[src/rtl/matrix_scan_bcm_if.sv]
// Scan-controller bus: pause control in, framebuffer addressing and panel strobes out.
// All controller-driven signals are registered; enable is only sampled at plane boundaries.
interface matrix_scan_bcm_if #(
   parameter int COLUMNS         = 64,
   parameter int ROW_ADDR_WIDTH  = 4,
   parameter int BRIGHTNESS_BITS = 6
);
   localparam int COL_W = (COLUMNS > 1) ? $clog2(COLUMNS) : 1;

   logic                       enable;
   logic [COL_W-1:0]           column_address;
   logic [ROW_ADDR_WIDTH-1:0]  row_address;
   logic [ROW_ADDR_WIDTH-1:0]  row_address_active;
   logic [BRIGHTNESS_BITS-1:0] brightness_mask;
   logic                       pixel_req;
   logic                       clk_pixel;
   logic                       row_latch;
   logic                       output_enable;
   logic                       frame_start;

   modport master (
      input  enable,
      output column_address, row_address, row_address_active, brightness_mask,
             pixel_req, clk_pixel, row_latch, output_enable, frame_start
   );

   modport slave (
      output enable,
      input  column_address, row_address, row_address_active, brightness_mask,
             pixel_req, clk_pixel, row_latch, output_enable, frame_start
   );
endinterface

[src/rtl/matrix_scan_bcm.sv]
// HUB75 scan controller with BCM output enable; plane period max(2*COLUMNS, OE+BLANK)+1 cycles.
// Outputs registered; enable sampled only in IDLE and at LATCH, so a pause never truncates shift or OE.
module matrix_scan_bcm #(
   parameter int COLUMNS         = 64,
   parameter int ROW_ADDR_WIDTH  = 4,
   parameter int BRIGHTNESS_BITS = 6,
   parameter int OE_BASE         = 2,
   parameter int BLANK_CYCLES    = 8
) (
   input logic               clk_in,
   input logic               reset,
   matrix_scan_bcm_if.master bus
);
   localparam int     COL_W  = (COLUMNS > 1) ? $clog2(COLUMNS) : 1;
   localparam int     PLN_W  = (BRIGHTNESS_BITS > 1) ? $clog2(BRIGHTNESS_BITS) : 1;
   localparam longint OE_MAX = longint'(OE_BASE) << (BRIGHTNESS_BITS - 1);
   localparam int     OE_W   = $clog2(OE_MAX) + 1;
   localparam int     BLK_W  = (BLANK_CYCLES > 1) ? $clog2(BLANK_CYCLES) : 1;

   localparam logic [COL_W-1:0]           COL_LAST = COL_W'(COLUMNS - 1);
   localparam logic [PLN_W-1:0]           PLN_MSB  = PLN_W'(BRIGHTNESS_BITS - 1);
   localparam logic [BRIGHTNESS_BITS-1:0] MASK_MSB = BRIGHTNESS_BITS'(1) << (BRIGHTNESS_BITS - 1);
   // Blank counter holds low cycles seen before the current one; ready when the current cycle completes the gap.
   localparam logic [BLK_W-1:0]           BLK_NEED = BLK_W'(BLANK_CYCLES - 1);

   typedef enum logic [1:0] {S_IDLE, S_SHIFT, S_WAIT, S_LATCH} state_t;

   state_t                     state, state_nxt;
   logic                       phase, phase_nxt;
   logic [COL_W-1:0]           col;
   logic [ROW_ADDR_WIDTH-1:0]  row, row_act;
   logic [PLN_W-1:0]           plane, plane_act;
   logic [BRIGHTNESS_BITS-1:0] mask;
   logic [OE_W-1:0]            oe_cnt, oe_len;
   logic [BLK_W-1:0]           blank_cnt;
   logic                       oe, req, pclk, latch, fstart;
   logic                       req_nxt, pclk_nxt, latch_nxt, fstart_nxt;
   logic                       col_step, enter_latch, load_oe, ready;

   assign ready  = !oe && (blank_cnt == BLK_NEED);
   assign oe_len = OE_W'(OE_BASE) << plane_act;

   always_ff @(posedge clk_in or negedge reset) begin
      if (!reset) begin
         state <= S_IDLE;
         phase <= 1'b0;
      end else begin
         state <= state_nxt;
         phase <= phase_nxt;
      end
   end

   always_comb begin
      state_nxt   = state;
      phase_nxt   = phase;
      req_nxt     = 1'b0;
      pclk_nxt    = 1'b0;
      latch_nxt   = 1'b0;
      fstart_nxt  = 1'b0;
      col_step    = 1'b0;
      enter_latch = 1'b0;
      load_oe     = 1'b0;
      unique case (state)
         S_IDLE: begin
            if (bus.enable) begin
               state_nxt = S_SHIFT;
               phase_nxt = 1'b0;
               req_nxt   = 1'b1;
            end
         end
         S_SHIFT: begin
            if (!phase) begin
               phase_nxt = 1'b1;
               pclk_nxt  = 1'b1;
            end else begin
               phase_nxt = 1'b0;
               col_step  = 1'b1;
               if (col != '0) begin
                  req_nxt = 1'b1;
               end else if (ready) begin
                  state_nxt   = S_LATCH;
                  enter_latch = 1'b1;
               end else begin
                  state_nxt = S_WAIT;
               end
            end
         end
         S_WAIT: begin
            if (ready) begin
               state_nxt   = S_LATCH;
               enter_latch = 1'b1;
            end
         end
         S_LATCH: begin
            load_oe = 1'b1;
            if (bus.enable) begin
               state_nxt = S_SHIFT;
               phase_nxt = 1'b0;
               req_nxt   = 1'b1;
            end else begin
               state_nxt = S_IDLE;
            end
         end
         default: state_nxt = S_IDLE;
      endcase
      if (enter_latch) begin
         latch_nxt  = 1'b1;
         fstart_nxt = (row == '0) && (plane == PLN_MSB);
      end
   end

   always_ff @(posedge clk_in or negedge reset) begin
      if (!reset) begin
         col       <= COL_LAST;
         row       <= '0;
         row_act   <= '0;
         plane     <= PLN_MSB;
         plane_act <= PLN_MSB;
         mask      <= MASK_MSB;
         req       <= 1'b0;
         pclk      <= 1'b0;
         latch     <= 1'b0;
         fstart    <= 1'b0;
         oe        <= 1'b0;
         oe_cnt    <= '0;
         blank_cnt <= BLK_NEED;
      end else begin
         req    <= req_nxt;
         pclk   <= pclk_nxt;
         latch  <= latch_nxt;
         fstart <= fstart_nxt;
         if (col_step) col <= (col == '0) ? COL_LAST : col - COL_W'(1);
         // Active row/plane move with the latch edge; the OE length is taken from them one cycle later.
         if (enter_latch) begin
            row_act   <= row;
            plane_act <= plane;
            if (plane == '0) begin
               plane <= PLN_MSB;
               mask  <= MASK_MSB;
               row   <= row + ROW_ADDR_WIDTH'(1);
            end else begin
               plane <= plane - PLN_W'(1);
               mask  <= mask >> 1;
            end
         end
         if (load_oe) begin
            oe_cnt <= oe_len;
            oe     <= 1'b1;
         end else if (oe_cnt != '0) begin
            oe_cnt <= oe_cnt - OE_W'(1);
            oe     <= (oe_cnt != OE_W'(1));
         end
         if (oe)                          blank_cnt <= '0;
         else if (blank_cnt != BLK_NEED)  blank_cnt <= blank_cnt + BLK_W'(1);
      end
   end

   assign bus.column_address     = col;
   assign bus.row_address        = row;
   assign bus.row_address_active = row_act;
   assign bus.brightness_mask    = mask;
   assign bus.pixel_req          = req;
   assign bus.clk_pixel          = pclk;
   assign bus.row_latch          = latch;
   assign bus.output_enable      = oe;
   assign bus.frame_start        = fstart;
endmodule

[src/flat_wrapper.sv]
// flat-port wrapper written by rule: the top's interface ports become plain ports
module matrix_scan_bcm_flat 
#(
   parameter int COLUMNS         = 64,
   parameter int ROW_ADDR_WIDTH  = 4,
   parameter int BRIGHTNESS_BITS = 6,
   parameter int OE_BASE         = 2,
   parameter int BLANK_CYCLES    = 8
)
  (clk_in, reset, bus_enable, bus_column_address, bus_row_address, bus_row_address_active, bus_brightness_mask, bus_pixel_req, bus_clk_pixel, bus_row_latch, bus_output_enable, bus_frame_start);
  matrix_scan_bcm_if #(.COLUMNS(COLUMNS), .ROW_ADDR_WIDTH(ROW_ADDR_WIDTH), .BRIGHTNESS_BITS(BRIGHTNESS_BITS)) bus_i ();
  input logic clk_in;
  input logic reset;
  input wire logic [$bits(bus_i.enable)-1:0] bus_enable;
  output wire logic [$bits(bus_i.column_address)-1:0] bus_column_address;
  output wire logic [$bits(bus_i.row_address)-1:0] bus_row_address;
  output wire logic [$bits(bus_i.row_address_active)-1:0] bus_row_address_active;
  output wire logic [$bits(bus_i.brightness_mask)-1:0] bus_brightness_mask;
  output wire logic [$bits(bus_i.pixel_req)-1:0] bus_pixel_req;
  output wire logic [$bits(bus_i.clk_pixel)-1:0] bus_clk_pixel;
  output wire logic [$bits(bus_i.row_latch)-1:0] bus_row_latch;
  output wire logic [$bits(bus_i.output_enable)-1:0] bus_output_enable;
  output wire logic [$bits(bus_i.frame_start)-1:0] bus_frame_start;
  assign bus_i.enable = bus_enable;
  assign bus_column_address = bus_i.column_address;
  assign bus_row_address = bus_i.row_address;
  assign bus_row_address_active = bus_i.row_address_active;
  assign bus_brightness_mask = bus_i.brightness_mask;
  assign bus_pixel_req = bus_i.pixel_req;
  assign bus_clk_pixel = bus_i.clk_pixel;
  assign bus_row_latch = bus_i.row_latch;
  assign bus_output_enable = bus_i.output_enable;
  assign bus_frame_start = bus_i.frame_start;
  matrix_scan_bcm #(.COLUMNS(COLUMNS), .ROW_ADDR_WIDTH(ROW_ADDR_WIDTH), .BRIGHTNESS_BITS(BRIGHTNESS_BITS), .OE_BASE(OE_BASE), .BLANK_CYCLES(BLANK_CYCLES)) u_core (.clk_in(clk_in), .reset(reset), .bus(bus_i));
endmodule
[config.mk]
export PLATFORM = sky130hd
export DESIGN_NAME = matrix_scan_bcm_flat
export DESIGN_NICKNAME = d
export VERILOG_FILES = /design/src/rtl/matrix_scan_bcm_if.sv /design/src/rtl/matrix_scan_bcm.sv /design/src/flat_wrapper.sv
export SDC_FILE = /design/constraint.sdc
export NUM_CORES = 1
export LEC_CHECK = 0
export ABC_AREA = 1
export BUFFER_PORTS_ARGS = -buffer_cell sky130_fd_sc_hd__buf_2
export CAP_MARGIN = 10
export CORE_UTILIZATION = 50
export CTS_CLUSTER_DIAMETER = 80
export DETAILED_ROUTE_END_ITERATION = 7
export GPL_ROUTABILITY_DRIVEN = 1
export PLACE_DENSITY = 0.8
export SLEW_MARGIN = 20
export SYNTH_ARGS = -nofsm -noshare
export SYNTH_HDL_FRONTEND = slang
export SYNTH_SLANG_ARGS = --single-unit
[constraint.sdc]
create_clock -name clk_in -period 1.7 [get_ports clk_in]
set_clock_uncertainty 0.1 [all_clocks]
set_input_delay 0.255 -clock clk_in [delete_from_list [all_inputs] [get_ports clk_in]]
set_output_delay 0.255 -clock clk_in [all_outputs]
set_load 0.01 [all_outputs]
==> metrics <==
pre-CTS WS -62.2 ps; Routed Antenna Nets 0; Die Height 71.0 um; Final Hold Viols 0; Static Leakage 1.46 nW; layout cell share with drive strength beyond 1 37.7%; antenna violations before repair 0; dpl cell area between 2000 and 3000 sq um; Crit-path slowest cell dfstp_2; Post-Syn Area approximately 2400 sq um; total grt overflow 0; sequential area share after synthesis a little under half; CP required around 1800 ps; unrepaired setup endpoints after global routing yes; critical path arrival 1780 ps; gr usage total between 20% and 30%; Finish-stage setup viols 0; DRT Pass-1 Iters 6; synthesized area per cell just over 9 sq um; commonest non-fill, non-tap cells in the layout 49 x nand2_1, 30 x dfrtp_1, 27 x inv_1, 27 x buf_2, 23 x nand3_1; reported max-cap violation count 0; post-synth top area cell dfrtp_1; DRC violations left 0; fin cells between 300 and 400; kind of critical path reg2reg; WHS Path Cells 3; Ports 28; total wire length approximately 4.6 mm; worst min path class in2reg; global-route wire length before repair 8.11 mm; Slew Limit Fails 0; die width about 71 um; Met1 Routed Length 2.23 mm; CTS tree yes; type of origin of the critical path flop; Least-Margin Pin Slew 277 ps; drt via density about 5.1; routability congestion estimate 0.806; synthesis-to-layout area growth 21.4%; Initial Util between 50 and 60%; number of clock sinks 44; critical path peak fanout 4; Gate Count Post-Synth about 260; largest net degree at the start of global routing 45; buffers added on ports 27; H-tree Lvls 2; largest cells by area after synthesis dfrtp_1 32%, dfstp_2 15%, ha_1 8.4%; DIE AREA about 5000 sq um; Levels on crit path 9; Peak VDD IR between 0.6 and 0.7 mV; WL per Instance about 13 um; site row count 24; maximum clock rate 592 MHz; clock buffer depth 2; Detailed Place HPWL around 3.3 mm; CTS clk-pin slew, worst paths about 80 ps; vias between 1,500 and 2,000; reg2reg path depth 9; R2R setup slack between 10 and 15 ps; Skew-Pair Late Insertion Delay about 300 ps; WP buf/inv 1; Core Area 4470 sq um; fin nets 331; top layer in use met4; cells along the critical path ha_4 -> ha_4 -> inv_4 -> nor2_4 -> nor2_1 -> nor3_1 -> nand2_1 -> nand2_1 -> o21ai_1; outcome complete, no violations; final setup margin between 10 and 15 ps; synth warn 0; family with the most delay on the worst path flip-flops; crit path time final approximately 1700 ps; ant diodes 0; Period Utilization, post-route roughly 100%; vias in the first global route between 1,500 and 2,000; Inst Count DP between 300 and 400; commonest non-fill, non-tap cell in the layout nand2_1; CTS buffer count 5; Largest stage delay, worst path approximately 570 ps; Worst setup EP type flop; clock root buffer clkbuf_8; WL met2 between 2 and 2.5 mm; FF+latch count, synth 44; worst rel slew slack about four fifths; post-layout instance area a little under 3000 sq um; PD cells 1310 nW/um^2; met3 WL around 160 um; Synth Net Count 278; Synth top area share about a third; DR iter-0 viols approximately 100; Netlist cell types 28
[state kept, by name, indices dropped and copies added (netlist names)]
name	cells
u_core.bus.clk_pixel	1
u_core.bus.row_latch	1
u_core.phase	1
u_core.bus.row_address_active	4
u_core.state	2
u_core.bus.brightness_mask	6
u_core.plane	3
u_core.bus.output_enable	1
u_core.bus.row_address	4
u_core.bus.frame_start	1
u_core.bus.column_address	6
u_core.bus.pixel_req	1
u_core.blank_cnt	3
u_core.plane_act	3
u_core.oe_cnt	7
[final timing paths]
kind	start	endpoint
hold reg to reg	u_core.bus.brightness_mask[5]	u_core.bus.brightness_mask[5]
hold / removal	bus_enable	u_core.bus.pixel_req
max in group asynchronous	reset	u_core.bus.brightness_mask[5]
setup reg to reg	u_core.blank_cnt[1]	u_core.state[1]
min in group asynchronous	reset	u_core.bus.row_address_active[3]
setup / recovery	u_core.blank_cnt[1]	u_core.state[1]
[per-layer routing]
metal | track usage (%) | vias up
li1 | - | 960
met1 | 26.7 | 871
met2 | 33.1 | 34
met3 | 5.84 | 6
met4 | 8.22 | 0
met5 | 0 | -
[worst register-to-register path: cells and delay by family (launching register included)]
kind | cells | cell delay (ps)
adder cells (fa/ha/maj) | 2 | 310
AND/OR/NAND/NOR | 5 | 500
buffers and inverters | 1 | 50
flip-flops | 1 | 570
AO/OA/AOI/OAI | 1 | 50
[through the flow]
step / total power [mW] / utilization [%] / TNS, ps / hold WS (ps)
after floorplan: 2.56 / - / 0 / -141
after global placement: 2.99 / 60.7 / 0 / 150
after detailed placement: 3.04 / 60.7 / -607 / 148
after CTS: 3.77 / 64.0 / 0 / 153
after global routing: 4.12 / 64.7 / -733 / 179
final: 3.78 / 64.7 / 0 / 155
[synth_stat cells, drive strengths merged]
master,count
nor3,4
inv,32
o21ai,23
nand4,10
ha,16
a21oi,7
a31oi,2
dfstp,14
nor2,21
nand3,24
xnor2,1
o2111ai,1
buf,3
dfrtp,30
nand2,65
or2,2
mux2i,1
xor2,3
[kinds of logic after synthesis]
kind of cell             after synthesis  synth area share, %
AO/OA/AOI/OAI                         33                 9.40
XOR/XNOR                               4                 1.47
adder cells (fa/ha/maj)               16                 8.40
buffers and inverters                 35                 6.57
flip-flops                            44                 47.0
multiplexers                           1                0.420
AND/OR/NAND/NOR                      126                 26.8
[timing repair]
| action | in CTS | in global routing |
|---|---|---|
| setup buffers | 1 | 3 |
| endpoints found under the setup margin | 23 | 19 |
| endpoints found under the hold margin | 30 | 0 |
| hold buffers | 1 | 0 |
| resized for setup | 10 | 5 |
| pin swaps | 2 | 7 |
[power by group]
group | total, mW | internal (mW) | switching, mW
logic | 1.56 | 0.642 | 0.919
registers | 1.53 | 1.33 | 0.198
clock network | 0.690 | 0.330 | 0.359
total | 3.78 | 2.30 | 1.48
[final cells by class]
| cell class | count | area, sq um |
|---|---|---|
| clock buffer | 7 | 86.3 |
| clock inverter | 1 | 7.51 |
| fill | 374 | 1580 |
| inverter | 32 | 125 |
| multi-input combinational | 180 | 1150 |
| sequential | 44 | 1120 |
| tap | 52 | 65.1 |
| timing repair buffer | 49 | 340 |
Power figures use the tool's default switching activity.
